$ cat config.mk
export PLATFORM = sky130hd
export DESIGN_NAME = gpio_edge_irq
export DESIGN_NICKNAME = d
export VERILOG_FILES = /design/src/rtl/gpio_edge_irq_pkg.sv /design/src/rtl/gpio_edge_irq_filter.sv /design/src/rtl/gpio_edge_irq.sv
export SDC_FILE = /design/constraint.sdc
export NUM_CORES = 1
export LEC_CHECK = 0
export ABC_AREA = 1
export BUFFER_PORTS_ARGS = -buffer_cell sky130_fd_sc_hd__buf_2
export CAP_MARGIN = 20
export CORE_MARGIN = 4
export CORE_UTILIZATION = 39
export DETAILED_ROUTE_END_ITERATION = 8
export PLACE_DENSITY_LB_ADDON = 0.25
export SETUP_SLACK_MARGIN = 0.05
export SLEW_MARGIN = 20
export SYNTH_ARGS = -nofsm -noshare
export SYNTH_HDL_FRONTEND = slang
export SYNTH_SLANG_ARGS = --single-unit
$ cat constraint.sdc
create_clock -name clk_i -period 1.3 [get_ports clk_i]
set_input_delay 0.26 -clock clk_i [delete_from_list [all_inputs] [get_ports clk_i]]
set_output_delay 0.26 -clock clk_i [all_outputs]
set_load 0.03 [all_outputs]
$ cat src/rtl/gpio_edge_irq_pkg.sv
// ============================================================================
// Module      : gpio_edge_irq_pkg
// Description : Shared constants for the GPIO edge-interrupt block: register
//               indices (decoded from wb_adr_i[4:2]), synchronizer depth,
//               debounce history length and a byte-lane mask helper.
// Revision    : 1.0 - initial release
// ============================================================================
`default_nettype none

package gpio_edge_irq_pkg;

    // Word index within the register window (wb_adr_i[4:2])
    localparam logic [2:0] REG_LEVEL = 3'd0;
    localparam logic [2:0] REG_IE    = 3'd1;
    localparam logic [2:0] REG_RISE  = 3'd2;
    localparam logic [2:0] REG_FALL  = 3'd3;
    localparam logic [2:0] REG_PEND  = 3'd4;
    localparam logic [2:0] REG_DBDIV = 3'd5;

    // Flops between the asynchronous pin and the first usable level
    localparam int SYNC_DEPTH  = 2;

    // Consecutive agreeing samples needed before the debounced level moves
    localparam int DB_HIST_LEN = 3;

    // Expand the four byte-lane selects into a 32-bit write mask
    function automatic logic [31:0] byte_mask(input logic [3:0] sel);
        return {{8{sel[3]}}, {8{sel[2]}}, {8{sel[1]}}, {8{sel[0]}}};
    endfunction

endpackage

`default_nettype wire

$ cat src/rtl/gpio_edge_irq_filter.sv
// ============================================================================
// Module      : gpio_edge_irq_filter
// Description : Single-pin input conditioner. Two-flop synchronizer followed,
//               when GPIO_EDGE_IRQ_DEBOUNCE_EN is defined, by a 3-sample
//               debounce history advanced on the shared prescaler tick.
// Ports       : clk_i  - system clock
//               rst_i  - asynchronous active-low reset
//               tick_i - debounce sample strike (unused without debounce)
//               pin_i  - raw asynchronous pin level
//               lvl_o  - conditioned level
// Config      : GPIO_EDGE_IRQ_DEBOUNCE_EN enables the debounce history.
// Revision    : 1.0 - initial release
// ============================================================================
`default_nettype none

module gpio_edge_irq_filter
    import gpio_edge_irq_pkg::*;
(
    input  logic clk_i,
    input  logic rst_i,
    input  logic tick_i,
    input  logic pin_i,
    output logic lvl_o
);

    logic [SYNC_DEPTH-1:0] sync_q;

    always_ff @(posedge clk_i or negedge rst_i) begin
        if (!rst_i) begin
            sync_q <= '0;
        end else begin
            sync_q <= {sync_q[SYNC_DEPTH-2:0], pin_i};
        end
    end

`ifdef GPIO_EDGE_IRQ_DEBOUNCE_EN
    logic [DB_HIST_LEN-1:0] hist_q;
    logic [DB_HIST_LEN-1:0] hist_d;
    logic                   lvl_q;
    logic                   lvl_d;

    always_comb begin
        hist_d = hist_q;
        lvl_d  = lvl_q;
        if (tick_i) begin
            hist_d = {hist_q[DB_HIST_LEN-2:0], sync_q[SYNC_DEPTH-1]};
        end
        // Move only once the whole history agrees on the opposite level
        if (lvl_q && (~|hist_q)) begin
            lvl_d = 1'b0;
        end else if (!lvl_q && (&hist_q)) begin
            lvl_d = 1'b1;
        end
    end

    always_ff @(posedge clk_i or negedge rst_i) begin
        if (!rst_i) begin
            hist_q <= '0;
            lvl_q  <= 1'b0;
        end else begin
            hist_q <= hist_d;
            lvl_q  <= lvl_d;
        end
    end

    assign lvl_o = lvl_q;
`else
    logic w_unused_tick;
    assign w_unused_tick = tick_i;
    assign lvl_o         = sync_q[SYNC_DEPTH-1];
`endif

endmodule

`default_nettype wire

$ cat src/rtl/gpio_edge_irq.sv
// ============================================================================
// Module      : gpio_edge_irq
// Description : Per-pin edge detector with pending latch and level interrupt,
//               behind a Wishbone slave. Registers: LEVEL, IE, RISE, FALL,
//               PEND (W1C), DBDIV.
// Ports       : clk_i, rst_i (async active-low)
//               wb_cyc_i/wb_stb_i/wb_adr_i/wb_we_i/wb_sel_i/wb_dat_i - bus in
//               wb_dat_o/wb_ack_o                                 - bus out
//               pin_i [PORT_NUM] - raw pins;  irq_o - registered interrupt
// Config      : GPIO_EDGE_IRQ_DEBOUNCE_EN adds the shared debounce prescaler
//               and the DBDIV register.
// Revision    : 1.0 - initial release
// ============================================================================
`default_nettype none

module gpio_edge_irq
    import gpio_edge_irq_pkg::*;
#(
    parameter int PORT_NUM = 32,
    parameter int DB_DIV_W = 16
) (
    input  logic                clk_i,
    input  logic                rst_i,
    input  logic                wb_cyc_i,
    input  logic                wb_stb_i,
    input  logic [31:0]         wb_adr_i,
    input  logic                wb_we_i,
    input  logic [3:0]          wb_sel_i,
    input  logic [31:0]         wb_dat_i,
    output logic [31:0]         wb_dat_o,
    output logic                wb_ack_o,
    input  logic [PORT_NUM-1:0] pin_i,
    output logic                irq_o
);

    // ------------------------------------------------------------------
    // Bus decode
    // ------------------------------------------------------------------
    logic                w_cs;
    logic                w_wr;
    logic [2:0]          w_idx;
    logic [31:0]         w_bmask;
    logic [PORT_NUM-1:0] w_pmask;
    logic [PORT_NUM-1:0] w_pdat;
    logic                w_unused_bus;

    logic                ack_q;
    logic                ack_d;

    assign w_cs    = wb_cyc_i & wb_stb_i;
    // Commit on the edge that raises ack, so a held strobe writes once per ack
    assign w_wr    = w_cs & ~ack_q & wb_we_i;
    assign w_idx   = wb_adr_i[4:2];
    assign w_bmask = byte_mask(wb_sel_i);
    assign w_pmask = w_bmask[PORT_NUM-1:0];
    assign w_pdat  = wb_dat_i[PORT_NUM-1:0] & w_pmask;

    assign w_unused_bus = ^{wb_adr_i[31:5], wb_adr_i[1:0], wb_dat_i};

    // ------------------------------------------------------------------
    // Debounce prescaler
    // ------------------------------------------------------------------
    logic        w_tick;
    logic [31:0] w_rd_dbdiv;

`ifdef GPIO_EDGE_IRQ_DEBOUNCE_EN
    logic [DB_DIV_W-1:0] dbdiv_q;
    logic [DB_DIV_W-1:0] dbdiv_d;
    logic [DB_DIV_W-1:0] div_cnt_q;
    logic [DB_DIV_W-1:0] div_cnt_d;
    logic [DB_DIV_W-1:0] w_dmask;

    assign w_dmask    = w_bmask[DB_DIV_W-1:0];
    assign w_tick     = (div_cnt_q == dbdiv_q);
    assign w_rd_dbdiv = 32'(dbdiv_q);

    always_comb begin
        dbdiv_d   = dbdiv_q;
        div_cnt_d = div_cnt_q + {{(DB_DIV_W-1){1'b0}}, 1'b1};
        if (w_tick) begin
            div_cnt_d = '0;
        end
        // A new divider restarts the count so the first tick lands predictably
        if (w_wr && (w_idx == REG_DBDIV)) begin
            dbdiv_d   = (dbdiv_q & ~w_dmask) | (wb_dat_i[DB_DIV_W-1:0] & w_dmask);
            div_cnt_d = '0;
        end
    end

    always_ff @(posedge clk_i or negedge rst_i) begin
        if (!rst_i) begin
            dbdiv_q   <= '0;
            div_cnt_q <= '0;
        end else begin
            dbdiv_q   <= dbdiv_d;
            div_cnt_q <= div_cnt_d;
        end
    end
`else
    logic [DB_DIV_W-1:0] w_unused_div;
    assign w_unused_div = '0;
    assign w_tick       = 1'b0;
    assign w_rd_dbdiv   = '0;
`endif

    // ------------------------------------------------------------------
    // Per-pin conditioning
    // ------------------------------------------------------------------
    logic [PORT_NUM-1:0] w_lvl;

    generate
        for (genvar gi = 0; gi < PORT_NUM; gi++) begin : g_pin
            gpio_edge_irq_filter u_filter (
                .clk_i  (clk_i),
                .rst_i  (rst_i),
                .tick_i (w_tick),
                .pin_i  (pin_i[gi]),
                .lvl_o  (w_lvl[gi])
            );
        end
    endgenerate

    // ------------------------------------------------------------------
    // Control registers, edge detection, pending latch, interrupt
    // ------------------------------------------------------------------
    logic [PORT_NUM-1:0] ie_q,      ie_d;
    logic [PORT_NUM-1:0] rise_q,    rise_d;
    logic [PORT_NUM-1:0] fall_q,    fall_d;
    logic [PORT_NUM-1:0] pend_q,    pend_d;
    logic [PORT_NUM-1:0] lvl_dly_q;
    logic                irq_q,     irq_d;
    logic [PORT_NUM-1:0] w_rise_ev;
    logic [PORT_NUM-1:0] w_fall_ev;

    assign w_rise_ev =  w_lvl & ~lvl_dly_q & rise_q;
    assign w_fall_ev = ~w_lvl &  lvl_dly_q & fall_q;

    always_comb begin
        ie_d   = ie_q;
        rise_d = rise_q;
        fall_d = fall_q;
        pend_d = pend_q;
        if (w_wr && (w_idx == REG_IE)) begin
            ie_d = (ie_q & ~w_pmask) | w_pdat;
        end
        if (w_wr && (w_idx == REG_RISE)) begin
            rise_d = (rise_q & ~w_pmask) | w_pdat;
        end
        if (w_wr && (w_idx == REG_FALL)) begin
            fall_d = (fall_q & ~w_pmask) | w_pdat;
        end
        if (w_wr && (w_idx == REG_PEND)) begin
            pend_d = pend_q & ~w_pdat;
        end
        // New edges are OR-ed in after the clear so they win a same-cycle W1C
        pend_d = pend_d | w_rise_ev | w_fall_ev;
        irq_d  = |(pend_q & ie_q);
        ack_d  = w_cs & ~ack_q;
    end

    always_ff @(posedge clk_i or negedge rst_i) begin
        if (!rst_i) begin
            ie_q      <= '0;
            rise_q    <= '0;
            fall_q    <= '0;
            pend_q    <= '0;
            lvl_dly_q <= '0;
            irq_q     <= 1'b0;
            ack_q     <= 1'b0;
        end else begin
            ie_q      <= ie_d;
            rise_q    <= rise_d;
            fall_q    <= fall_d;
            pend_q    <= pend_d;
            lvl_dly_q <= w_lvl;
            irq_q     <= irq_d;
            ack_q     <= ack_d;
        end
    end

    // ------------------------------------------------------------------
    // Read mux (combinational, valid while ack is high)
    // ------------------------------------------------------------------
    logic [31:0] w_rdata;

    always_comb begin
        w_rdata = '0;
        case (w_idx)
            REG_LEVEL: w_rdata = 32'(w_lvl);
            REG_IE:    w_rdata = 32'(ie_q);
            REG_RISE:  w_rdata = 32'(rise_q);
            REG_FALL:  w_rdata = 32'(fall_q);
            REG_PEND:  w_rdata = 32'(pend_q);
            REG_DBDIV: w_rdata = w_rd_dbdiv;
            default:   w_rdata = '0;
        endcase
    end

    assign wb_dat_o = w_rdata;
    assign wb_ack_o = ack_q;
    assign irq_o    = irq_q;

endmodule

`default_nettype wire

==> qor.csv <==
metric;value;unit
remaining_drc_errors;0;
final_util;62.8;%
worst_slack;-0.419;ns
cp-end-kind;output port;
netlist_area;9930;um2
core;25100;um2
timing.fmax;582;MHz
internal-power;14000;uW
dp_worst_setup_slack;-0.343;ns
grt_overflow;0;
rsz0062_at_grt;true;
outcome;finished with violations;
h-tree-depth;1;
violations;negative setup slack;
synth_commonest_cells;nand2_1 (422), dfrtp_1 (226), nand3_1 (173);
numCtsBuffers;25;
synth_async_sr_flop_share;100;%
finalHoldViolCount;0;
ioPinCount;139;
cts_sinks;226;
dp_hpwl;19.3;mm
die_w;168;um
share_comb_of_total_power;22.5;%
antenna_cells;0;
p_sw;5790;uW
cp_max_fo;2;
r2r_setup_slack;-0.23;ns
seq_power_share;42.2;%
synth_top_family_by_area;simple AND/OR/NAND/NOR gates;
crit_arrival;1.46;ns
netlist_instances;1212;
grt_pass1_wl;50.8;mm
regArea;5660;um2
gp_routability_congestion;0.821;
leakagePower;0.00746;uW
worst-slew-pin-transition;0.526;ns
synth_area_leader_cell;dfrtp_1;
synth_edf_count;0;
syn2layout_area_growth;58.7;%
yosys.area_share.adder;0;%
synthSimpleGateAreaFrac;30.8;%
wire_per_inst;17.5;um
cts-root-buf;clkbuf_16;
fp-row-count;58;
min_path_type;in -> reg;
fin_crit;1.72;ns
syn-num-nets;1317;
nNetsFinal;1640;
routed_wl;32.9;mm
grt.total_usage;22.1;%
initialDrtViolationCount;762;
clk_path_buf_depth;3;
die_area;28100;um2
crit_required;1.04;ns
synthDistinctLibCells;19;
initial_core_util;39.6;%
fillers;2056;
critPathLaunchType;flip-flop;
portBuffers;109;
fin_skew;0.00883;ns
ant_nets;0;
synth.top_cells.by_area;dfrtp_1 (57%), nand2_1 (16%), nand3_1 (8.7%);
holdWs;0.0225;ns
ir_drop;1.04;mV
grt_max_degree;38;
max_stage_delay;0.39;ns
p_per_area;1250;nW/um2
slew_headroom;64.9;%
grt_pass1_vias;9651;
timing.final.crit_share;132;%
finalPower;19800;uW
maxCapViolCount;0;
clk_latency;0.52;ns
syn_avg_cell_area;8.20;um2
synth_xor_area_share;0;%
antenna_found_initial;0;
worstSetupPathType;reg -> out;
viasPerCell;5.14;
clk_pin_slew;0.07;ns
p_sw_share;29.3;%
vias;9669;
drive_above_1_share;47.5;%
cp_slowest_cell;dfrtp_1;
dp_cells;1669;
slew_violations;0;
synth_mux_area_share;0;%
yosysMostFrequentCell;nand2_1;
yosysWarnings;0;
synth_top_area_share;56.9;%
cts_tree;built;
synthFlopType;dfrtp_1;
die_h;168;um
ys_seq_elements;226;
finalNonFillerCells;1881;
cp_cell_sequence;nand4_1 -> o21ai_1 -> nor2_1 -> nand2_2 -> buf_6;
synth_compound_area_share;7.20;%
setup_violations;162;
ys_seq_area_share;56.9;%
drtPass1Iterations;5;
p_clk_share;35.3;%
multi_input_area;5330;um2
power by group through the flow:
stage / clock network (uW) / logic, uW / registers (uW)
floorplan: 0 / 1580 / 8330
global placement: 0 / 2430 / 8480
detailed placement: 0 / 2470 / 8490
CTS: 7120 / 3690 / 8290
global route: 7430 / 4820 / 8400
finish: 6970 / 4440 / 8340
worst max-delay path, delay by kind of cell (launching register included):
kind	cells	cell delay [ns]
buffers and inverters	1	0.14
DFF	1	0.39
AOI/OAI and AO/OA	1	0.08
and+or+nand+nor	3	0.33
worst paths after layout:
path	start	to	depth (start not counted)
max in group asynchronous	rst_i	pend_q[12]	3
max	flip-flop	wb_dat_o[12]	5
min in group asynchronous	rst_i	g_pin[8].u_filter.sync_q[0]	2
max reg2reg	wb_ack_o	pend_q[29]	9
min	wb_dat_i[9]	flip-flop	3
min reg2reg	g_pin[10].u_filter.sync_q[0]	g_pin[10].u_filter.sync_q[1]	0
layer usage:
layer	share of wire, %	up-vias	global-route usage, %
li1	-	4582	-
met1	44	4742	30.8
met2	49	287	36.1
met3	5.2	58	3.38
met4	2.3	0	6.14
met5	0	-	0
cell families after synthesis:
group,Yosys count
AOI/OAI and AO/OA,127
buffers and inverters,128
DFF,226
and+or+nand+nor,731
layout by cell type (no fill, tap or decap), types with 13 or more instances in the layout:
| cell type | Yosys | final |
|---|---|---|
| nand4_1 | 20 | 20 |
| clkbuf_16 | 0 | 28 |
| inv_2 | 4 | 28 |
| a21boi_0 | 32 | 32 |
| dlygate4sd3_1 | 0 | 36 |
| a21oi_1 | 32 | 31 |
| buf_4 | 0 | 147 |
| nand2_4 | 0 | 54 |
| nor2_1 | 108 | 96 |
| buf_6 | 0 | 53 |
| nand2_2 | 0 | 158 |
| nand3_1 | 173 | 83 |
| buf_2 | 14 | 74 |
| nand3_2 | 2 | 90 |
| o21ai_2 | 0 | 13 |
| buf_12 | 0 | 24 |
| dfrtp_1 | 226 | 222 |
| o21ai_1 | 58 | 49 |
| nand2_1 | 422 | 199 |
| inv_1 | 67 | 42 |
what timing repair did:
action / in CTS / in global routing
gates resized for setup: 271 / 254
pin swaps: 95 / 137
setup buffers: 95 / 42
cloned: 6 / 4
hold buffers: 36 / 0
endpoints found under the hold margin: 261 / 0
endpoints found under the setup margin: 162 / 163
area by class of cell:
cell class                 instances  share of cell area, %
sequential                       226                   35.9
multi-input combinational        858                   33.8
timing repair buffer             352                   20.8
clock buffer                      35                   4.65
tap                              330                   2.62
inverter                          72                   1.78
clock inverter                     8                  0.468
through the flow:
stage / area, um2 / setup TNS [ns]
finish: 15800 / -33.10
global route: 15800 / -43.23
CTS: 14600 / -26.22
detailed placement: 11600 / -37.96
global placement: 11600 / -35.49
floorplan: 10200 / -9.90
Power figures use the tool's default switching activity.
